<file path="config.mk">
export PLATFORM = sky130hd
export DESIGN_NAME = and_check_engine_flat
export DESIGN_NICKNAME = d
export VERILOG_FILES = /design/src/rtl/and_chk_pkg.sv /design/src/rtl/and_check_engine_if.sv /design/src/rtl/and_chk_lfsr.sv /design/src/rtl/and_check_engine.sv /design/src/flat_wrapper.sv
export SDC_FILE = /design/constraint.sdc
export NUM_CORES = 1
export LEC_CHECK = 0
export BUFFER_PORTS_ARGS = -buffer_cell sky130_fd_sc_hd__buf_2
export CORE_UTILIZATION = 45
export DETAILED_ROUTE_END_ITERATION = 16
export PLACE_DENSITY = 0.75
export SYNTH_ARGS = -nofsm -noshare
export SYNTH_HDL_FRONTEND = slang
export SYNTH_SLANG_ARGS = --single-unit
export TNS_END_PERCENT = 30
</file>
<file path="constraint.sdc">
create_clock -name clk -period 4.1 [get_ports clk]
set_input_delay 0.41 -clock clk [delete_from_list [all_inputs] [get_ports clk]]
set_output_delay 0.41 -clock clk [all_outputs]
set_load 0.01 [all_outputs]
</file>
<file path="src/rtl/and_chk_pkg.sv">
// Shared state encoding, LFSR polynomial/seed and the LFSR step function
// used by the AND check engine.
package and_chk_pkg;

    typedef enum logic [1:0] {IDLE, RUN, DRAIN, DONE} state_t;

    localparam logic [31:0] CHK_LFSR_POLY    = 32'h8020_0003;
    localparam logic [31:0] CHK_SEED_DEFAULT = 32'h0000_ACE1;

    // Right-shifting Galois form: the bit shifted out selects the tap mask.
    function automatic logic [31:0] lfsr_step(input logic [31:0] s);
        return (s >> 1) ^ (s[0] ? CHK_LFSR_POLY : 32'h0);
    endfunction

endpackage

</file>
<file path="src/rtl/and_check_engine_if.sv">
// Operand/result and run-control bundle between the check engine and its host/DUT.
// first_err exists only when CHK_FIRST_ERR_EN is defined.
interface and_check_engine_if #(
    parameter int WIDTH     = 8,
    parameter int ERR_CNT_W = 8
);
    logic                 start;
    logic                 busy;
    logic                 done;
    logic                 pass;
    logic [WIDTH-1:0]     a;
    logic [WIDTH-1:0]     b;
    logic [WIDTH-1:0]     c;
    logic [ERR_CNT_W-1:0] err_cnt;

`ifdef CHK_FIRST_ERR_EN
    logic [3*WIDTH-1:0]   first_err;

    modport master (input start, c, output a, b, busy, done, pass, err_cnt, first_err);
    modport slave  (output start, c, input a, b, busy, done, pass, err_cnt, first_err);
`else
    modport master (input start, c, output a, b, busy, done, pass, err_cnt);
    modport slave  (output start, c, input a, b, busy, done, pass, err_cnt);
`endif

endinterface

</file>
<file path="src/rtl/and_chk_lfsr.sv">
// 32-bit Galois LFSR vector source; reset and load both restore SEED.
module and_chk_lfsr
    import and_chk_pkg::*;
#(
    parameter logic [31:0] SEED = CHK_SEED_DEFAULT
) (
    input  logic        clk,
    input  logic        rst,
    input  logic        load,
    input  logic        advance,
    output logic [31:0] state
);

    always_ff @(posedge clk) begin
        if (rst || load)
            state <= SEED;
        else if (advance)
            state <= lfsr_step(state);
    end

endmodule

</file>
<file path="src/rtl/and_check_engine.sv">
// Self-checking stimulus/compare engine for an AND datapath (c = a & b).
// Optional CHK_FIRST_ERR_EN adds capture of {a,b,c} for the first mismatch of a run.
module and_check_engine
    import and_chk_pkg::*;
#(
    parameter int          WIDTH       = 8,
    parameter int          NUM_VECTORS = 256,
    parameter int          DUT_LATENCY = 1,
    parameter int          ERR_CNT_W   = 8,
    parameter logic [31:0] SEED        = CHK_SEED_DEFAULT
) (
    input logic                clk,
    input logic                rst,
    and_check_engine_if.master bus
);

    localparam logic [ERR_CNT_W-1:0] ERR_MAX  = '1;
    localparam logic [15:0]          LAST_VEC = 16'(NUM_VECTORS - 1);
    localparam logic [3:0]           LAST_DRN = 4'(DUT_LATENCY - 1);

`ifdef CHK_FIRST_ERR_EN
    typedef struct packed {
        logic [WIDTH-1:0] a;
        logic [WIDTH-1:0] b;
        logic [WIDTH-1:0] exp;
    } line_t;
`else
    typedef struct packed {
        logic [WIDTH-1:0] exp;
    } line_t;
`endif

    state_t               state, state_nx;
    logic [31:0]          lfsr;
    logic                 start_ok, lfsr_adv;
    logic [15:0]          vec_cnt;
    logic [3:0]           drn_cnt;
    line_t                line_in, line_out;
    logic                 vld_in, vld_out, mismatch;
    logic [ERR_CNT_W-1:0] err_cnt;
    logic                 pass_q;

    and_chk_lfsr #(.SEED(SEED)) u_lfsr (
        .clk     (clk),
        .rst     (rst),
        .load    (start_ok),
        .advance (lfsr_adv),
        .state   (lfsr)
    );

    // Only the low WIDTH bits of each 16-bit half feed the operands.
    wire unused_lfsr = ^lfsr;

    always_ff @(posedge clk) begin
        if (rst) state <= IDLE;
        else     state <= state_nx;
    end

    always_comb begin
        state_nx = state;
        start_ok = 1'b0;
        lfsr_adv = 1'b0;
        case (state)
            IDLE:  if (bus.start) begin
                       start_ok = 1'b1;
                       state_nx = RUN;
                   end
            RUN:   begin
                       lfsr_adv = 1'b1;
                       if (vec_cnt == LAST_VEC)
                           state_nx = (DUT_LATENCY == 0) ? DONE : DRAIN;
                   end
            DRAIN: if (drn_cnt == LAST_DRN) state_nx = DONE;
            DONE:  state_nx = IDLE;
            default: state_nx = IDLE;
        endcase
    end

    assign vld_in      = (state == RUN);
    assign bus.a       = vld_in ? lfsr[WIDTH-1:0]   : '0;
    assign bus.b       = vld_in ? lfsr[WIDTH+15:16] : '0;
    assign bus.busy    = (state == RUN) || (state == DRAIN);
    assign bus.done    = (state == DONE);
    assign bus.pass    = pass_q;
    assign bus.err_cnt = err_cnt;

    always_ff @(posedge clk) begin
        if (rst || start_ok) begin
            vec_cnt <= '0;
            drn_cnt <= '0;
        end else begin
            if (state == RUN)   vec_cnt <= vec_cnt + 16'd1;
            if (state == DRAIN) drn_cnt <= drn_cnt + 4'd1;
        end
    end

    always_comb begin
        line_in     = '0;
        line_in.exp = bus.a & bus.b;
`ifdef CHK_FIRST_ERR_EN
        line_in.a   = bus.a;
        line_in.b   = bus.b;
`endif
    end

    // Expected values wait DUT_LATENCY cycles so they line up with c.
    generate
        if (DUT_LATENCY == 0) begin : g_lat0
            assign line_out = line_in;
            assign vld_out  = vld_in;
        end else begin : g_line
            line_t                  line_q [DUT_LATENCY];
            logic [DUT_LATENCY-1:0] vld_pipe;

            always_ff @(posedge clk) begin
                if (rst) begin
                    vld_pipe <= '0;
                end else begin
                    vld_pipe[0] <= vld_in;
                    for (int k = 1; k < DUT_LATENCY; k++) vld_pipe[k] <= vld_pipe[k-1];
                end
            end

            always_ff @(posedge clk) begin
                line_q[0] <= line_in;
                for (int k = 1; k < DUT_LATENCY; k++) line_q[k] <= line_q[k-1];
            end

            assign line_out = line_q[DUT_LATENCY-1];
            assign vld_out  = vld_pipe[DUT_LATENCY-1];
        end
    endgenerate

    assign mismatch = vld_out && (bus.c != line_out.exp);

    always_ff @(posedge clk) begin
        if (rst || start_ok) begin
            err_cnt <= '0;
            pass_q  <= 1'b0;
        end else begin
            if (mismatch && (err_cnt != ERR_MAX)) err_cnt <= err_cnt + ERR_CNT_W'(1);
            if (state == DONE) pass_q <= (err_cnt == '0);
        end
    end

`ifdef CHK_FIRST_ERR_EN
    logic [3*WIDTH-1:0] first_err;

    // A zero count marks the first mismatch; saturation never returns it to zero.
    always_ff @(posedge clk) begin
        if (rst || start_ok)
            first_err <= '0;
        else if (mismatch && (err_cnt == '0))
            first_err <= {line_out.a, line_out.b, bus.c};
    end

    assign bus.first_err = first_err;
`endif

endmodule

</file>
<file path="src/flat_wrapper.sv">
// flat-port wrapper written by rule: the top's interface ports become plain ports
module and_check_engine_flat import and_chk_pkg::*;
#(
    parameter int          WIDTH       = 8,
    parameter int          NUM_VECTORS = 256,
    parameter int          DUT_LATENCY = 1,
    parameter int          ERR_CNT_W   = 8,
    parameter logic [31:0] SEED        = CHK_SEED_DEFAULT
)
  (clk, rst, bus_start, bus_c, bus_a, bus_b, bus_busy, bus_done, bus_pass, bus_err_cnt);
  and_check_engine_if #(.WIDTH(WIDTH), .ERR_CNT_W(ERR_CNT_W)) bus_i ();
  input logic clk;
  input logic rst;
  input wire logic [$bits(bus_i.start)-1:0] bus_start;
  input wire logic [$bits(bus_i.c)-1:0] bus_c;
  output wire logic [$bits(bus_i.a)-1:0] bus_a;
  output wire logic [$bits(bus_i.b)-1:0] bus_b;
  output wire logic [$bits(bus_i.busy)-1:0] bus_busy;
  output wire logic [$bits(bus_i.done)-1:0] bus_done;
  output wire logic [$bits(bus_i.pass)-1:0] bus_pass;
  output wire logic [$bits(bus_i.err_cnt)-1:0] bus_err_cnt;
  assign bus_i.start = bus_start;
  assign bus_i.c = bus_c;
  assign bus_a = bus_i.a;
  assign bus_b = bus_i.b;
  assign bus_busy = bus_i.busy;
  assign bus_done = bus_i.done;
  assign bus_pass = bus_i.pass;
  assign bus_err_cnt = bus_i.err_cnt;
  and_check_engine #(.WIDTH(WIDTH), .NUM_VECTORS(NUM_VECTORS), .DUT_LATENCY(DUT_LATENCY), .ERR_CNT_W(ERR_CNT_W), .SEED(SEED)) u_core (.clk(clk), .rst(rst), .bus(bus_i));
endmodule
</file>
### Yosys cells after proc, flatten, opt, wreduce, memory -nomap -nowiden

Memory sizes are Yosys's and may differ from the RTL's.
Index checks and enable logic that the tools add are counted.

| word-level totals | value |
|---|---|
| logic and storage cells | 40 |
| flip-flop bits (word level) | 64 |
| bits in writable memories | 8 |
| bits of input ports | 11 |
| memories kept | 1 |

| operators by class | value |
|---|---|
| mux-type cells | 10 |
| add/sub/neg operators | 3 |
| bitwise gates (word level) | 2 |
| eq/ne operators | 9 |
| reduce and logical (&&, ||, !) cells | 8 |

Memory list:

| memory | depth | width | rd ports | clocked after Yosys merged registers in | wr ports | RTL line | text |
|---|---|---|---|---|---|---|---|
| u_core.g_line.line_q | 1 | 8 | 1 | 0 | 1 | and_check_engine.sv:112 | `line_t line_q [DUT_LATENCY];` |

Operators with widths:

| cell | number |
|---|---|
| two-way mux 32 bit | 1 |
| bitwise XOR 31 x 32 -> 32 bit | 1 |
| adder 16 x 1 -> 16 bit (second input constant) | 1 |
| == test 16 x 8 -> 1 bit (second input constant) | 1 |
| two-way mux 8 bit | 2 |
| adder 8 x 1 -> 8 bit (second input constant) | 1 |
| bitwise AND 8 bit | 1 |
| zero test 8 bit | 1 |
| inequality test 8 bit | 1 |
| inequality test 8 bit (second input constant) | 1 |
| one-hot mux 2 bit (4 select lines) | 1 |
| two-way mux 2 bit | 3 |
| adder 4 x 1 -> 4 bit (second input constant) | 1 |
| == test 2 bit (second input constant) | 2 |
| zero test 4 bit | 1 |
| inequality test 2 bit (second input constant) | 2 |
| two-way mux 1 bit | 3 |
| AND reduction 3 bit | 1 |
| == test 2 x 1 -> 1 bit (second input constant) | 1 |
| logical AND 1 bit | 2 |
| zero test 2 bit | 1 |
| logical OR 1 bit | 2 |
| inequality test 2 x 1 -> 1 bit (second input constant) | 1 |

### Depth between registers and ports, before layout

| depth | value |
|---|---|
| depth in word-level cells | 3 |
| gate-level depth with buffers | 8 |
| gate-level depth less buffers | 7 |

### Modules after synthesis

From an unflattened synthesis, not the netlist that was laid out.

| unflattened totals | value |
|---|---|
| cell total of the unflattened synthesis | 328 |
| area total of the unflattened synthesis | 3144.3 µm² |

Modules (own cells, without submodules):

| module | seq. area each (µm²) | area an instance (µm²) | cells each | times used |
|---|---|---|---|---|
| and_check_engine | 800.8 | 1970.6 | 220 | 1 |
| and_chk_lfsr | 640.6 | 1173.6 | 108 | 1 |

### Worst setup path before layout

OpenSTA, ideal clock, no wires.

| path | value |
|---|---|
| path kind | flip-flop to output port |
| start | register u_core.state[1] |
| end | output bus_a[2] |
| stages on the path, launching flop included | 7 |
| data arrival time | 1.303 ns |
| buffers on the path | 3 |
| setup slack | 2.387 ns |
| required time | 3.690 ns |
| cells stage by stage | dfxtp_1 > inv_1 > ha_1 > clkbuf_2 > clkbuf_1 > clkbuf_1 > and2_1 |

| on the way | value |
|---|---|
| word-level cells in the longest chain between the ends | 2 |

RTL lines:

| what | RTL line | text |
|---|---|---|
| start, declared | and_check_engine.sv:33 | `state_t state, state_nx;` |
| start signal, assigned | and_check_engine.sv:56 | `else state <= state_nx;` |
| == test 2 x 1 -> 1 bit | and_check_engine.sv:79 | `assign vld_in = (state == RUN);` |
| two-way mux 8 bit | and_check_engine.sv:80 | `assign bus.a = vld_in ? lfsr[WIDTH-1:0] : '0;` |
| end, declared | flat_wrapper.sv:16 | `output wire logic [$bits(bus_i.a)-1:0] bus_a;` |

Every way passes these cells.

### Final worst setup path

| path | value |
|---|---|
| start | register u_core.state[1] |
| end | output bus_a[0] |

Same word-level chain as after synthesis.

==> results.txt <==
- Run status: completed
- Counting flops with a built-in enable in the synthesized netlist gives 0.
- Setup bufs post-CTS: 0
* Synthesized instance count: 325
- The clock network burns 30.2% of the power.
* Portion of netlist area occupied by mux cells: 6.35%
- For the worst setup path, the data arrival time is 1.85 ns.
- Clock Latency Late Sink: 0.33 ns
* Fin crit share: between 50% and 60%
- Die Outline Area: 6990 sq um
- Post-detailed-route DRC marker count: 0
* TritonCTS clock tree: done
- RSZ-0062 raised after global routing: no
- The detailed router finished its first iteration with 108 violations.
- For the pin with the worst max-slew slack, the measured transition is 0.949 ns.
* Peak VDD IR: approximately 0.00028 V
* Sequential group share of total power: 45.2%
* Post-Route Skew: 0.00507 ns
* Leakage: 1.40 nW
- The die is 83.6 um tall.
- Std-Cell Rows: 29
- The clock passes through at most 2 buffers.
* Die width: ~84 um
* Final Max Tran Viols: 0
- Pin placement for this block handled 38 I/O pins.
- The post-route netlist has approximately 15% of its cells at a drive strength greater than 1.
- Buffers inserted to repair hold after CTS numbered 0.
- For this run, the detailed router's first-pass iteration total came to 5.
* Cells along the critical path: inv_1 > ha_2 > buf_4 > and2_1 > buf_2
* Layout overhead on the synthesized area: 14.2%
- After clock tree synthesis, the clock-pin slew on the worst setup and hold paths is 0.07 ns.
- The total overflow left after global routing is 0.
- Post-Synth XOR/XNOR Area: 7.89%
- The initial antenna violation count came to 0.
* Post-DRT Antenna Nets: 0
* Number of H-tree levels: 3
* Post-detailed-routing wire length: between 5000 and 6000 um
* # fillers: ~580
- NetSw: 0.553 mW
- Pin count of the biggest net entering global routing: between 50 and 60
* Max FO, Critical Path: 52
* Cell type with the highest aggregate area in the netlist: dfxtp_1
- Main combinational cell family by area after synthesis: simple AND/OR/NAND/NOR gates
- The routed layout has 2,346 vias.
- Critical path start-end classification: flop to output port
- Total power per unit cell area: 520 nW/um^2
- Clk sink count: 72
* Hold Violations, Final: 0
- After Yosys synthesis, and, or, nand and nor cells account for about 21% of the synthesized area.
- Via density per instance: 5.31
* Area after detailed placement: 3240 sq um
- Type of origin of the critical path: flop
* Detailed-route wire length per cell: 12.8 um
* Resized cells post-CTS: 0
- Area of the mapped netlist: about 3000 sq um
* Switching Share: 31.1%
- The cell family contributing the most delay on the critical path is buffers and inverters.
* Vias in the first global route: between 2,000 and 2,500
- For this run, the leading register cell type out of synthesis is dfxtp_1.
- Global routing usage summed across all routing layers: 17.1%
- With fillers left out, the area of the finished cells amounts to 3420 sq um.
* Share of synthesized cell area in full adder, half adder and majority cells: 4.18%
- For the final routed database, the setup TNS stands at 0 ns.
- In this run, CTS created clock tree buffers numbering 9.
* Worst hold start: rst
* WP buf/inv: 3
* Wire length of the first global-routing pass: 9560 um
* Post-layout nets: 382
* Leading cell types by total area after synthesis: dfxtp_1 48%, mux2i_1 6.3%, nor2_1 6.0%, xor2_1 4.4%, ha_1 4.2%
- The core region is 6390 sq um.
- The number of antenna diodes in the final layout is 0.
* Total of max-cap violations: 0
- Data required time of the critical path: 3.69 ns
* Max transition margin: 36.8%
* Yosys reg bits: 72
* Post-synthesis area per instance: approximately 9.2 sq um
- Per report_power, the combinational group accounts for 24.5% of the total.
- Leading cell types in the layout, fill and taps excluded: 72 x dfxtp_1, 48 x nor2_1, 37 x buf_2, 23 x a21oi_1, 19 x mux2i_1
- Initial standard-cell utilization of the core: ~47%
* Startpoint of the lowest-slack register-to-register path: u_core.state[1]
- The tree is rooted in a clkbuf_8.
* Portion of synthesized cell area occupied by the leading cell type: 48.1%
* Crit path launch: u_core.state[1]
- Fmax: 0.443 GHz
- Standard cell with the maximum stage delay on the critical path: buf_4
* Complex-gate fraction of the synthesized area: 8.98%
- Routability congestion estimate from global placement: between 0.7 and 0.8
- Port Buf Inserts: 37
* Post-synth net total: between 300 and 400
- The worst setup path is captured at an output port.
- Crit path largest cell delay: roughly 0.45 ns
* Part of the Yosys area used for sequential elements: 48.1%
- In this run, distinct cell masters in the synthesized netlist total 38.
- Counting flops with an async set or reset pin after synthesis yields a share of 0%.
- Internal power comes to between 1 and 1.5 mW.
- Dpl hpwl: 3880 um
- The routed design could run at a clock period as short as 2.26 ns.
- Yosys printed 0 warnings.
* Type of the most critical hold path: input port to flop
- Setup violations remaining at the end of the flow were counted as 0.
* Most common library cell in the layout ignoring fill and taps: dfxtp_1
[metrics by stage]
stage	total power, mW	worst slack [ns]	instances	hold slack (ns)	util (%)
2_1_floorplan	1.15	2.39	325	0.439	-
3_3_place_gp	1.25	2.03	427	0.453	50.7
3_5_place_dp	1.26	1.90	427	0.457	50.7
4_1_cts	1.80	1.79	442	0.274	53.6
5_1_grt	1.88	1.67	442	0.282	53.6
6_report	1.78	1.84	442	0.289	53.6
[synthesized netlist by cell type (3+ instances only)]
| library cell | instances |
|---|---|
| and3_1 | 11 |
| nand2_1 | 17 |
| and2_1 | 17 |
| ha_1 | 10 |
| clkbuf_1 | 9 |
| a21oi_1 | 23 |
| nand4_1 | 5 |
| nor3_1 | 4 |
| or3_1 | 6 |
| nor4_1 | 4 |
| inv_1 | 12 |
| mux2i_1 | 19 |
| nand3_1 | 8 |
| xnor2_1 | 12 |
| dfxtp_1 | 72 |
| nor2_1 | 48 |
| xor2_1 | 15 |
| o21ai_0 | 5 |
| a211o_1 | 3 |
[cell families (layout without fill, tap and decap cells)]
family,Yosys count,count (layout)
AO/OA/AOI/OAI,44,44
flip-flops,72,72
buffers and inverters,27,67
adder cells (fa/ha/maj),10,10
XOR/XNOR,27,27
AND/OR/NAND/NOR,126,126
multiplexers,19,19
[area by class of cell]
cell class / count / area (sq um) / share of cell area (%)
clock buffers: 12 / 145 / 4.24
clock inverters: 3 / 42.5 / 1.24
inverters: 12 / 45.0 / 1.32
multi-input cells: 226 / 1450 / 42.2
flip-flops and latches: 72 / 1440 / 42.1
well taps: 77 / 96.3 / 2.81
repair buffers: 40 / 208 / 6.07
[path summary, 6_finish.rpt]
check                                               to  slack [ns]  cells past startpoint
worst max-delay path                          bus_a[0]        1.84                      5
worst min-delay path            u_core.g_line.vld_pipe        0.29                      2
worst max register to register      u_core.vec_cnt[11]        1.92                      7
worst min register to register  u_core.u_lfsr.state[7]        0.47                      2
[routing by layer]
layer  track usage, %  routed length, um
met5                0                  0
met3             3.46                199
met2             27.0               2710
met4             10.8                 99
met1             21.2               2660
[worst reg2reg max path: stages (launching register included)]
cell	delay, ns
dfxtp_1	0.35
inv_1	0.11
ha_2	0.18
buf_4	0.45
and3_1	0.27
nand4_1	0.21
or3_1	0.40
a21oi_1	0.14
[registers in the layout, indices dropped and copies added, names as in the netlist]
signal / count
u_core.drn_cnt: 4
u_core.state: 2
u_core.g_line.vld_pipe: 1
u_core.g_line.line_q: 8
u_core.vec_cnt: 16
u_core.bus.pass: 1
u_core.u_lfsr.state: 32
u_core.bus.err_cnt: 8
[power groups by stage]
stage	logic [mW]	registers [mW]	clock network [mW]
floorplan	0.345	0.810	0
global placement	0.429	0.817	0
detailed placement	0.444	0.820	0
CTS	0.445	0.804	0.553
global route	0.487	0.814	0.580
finish	0.437	0.805	0.538
No activity file was read; power rests on OpenSTA's default activity.
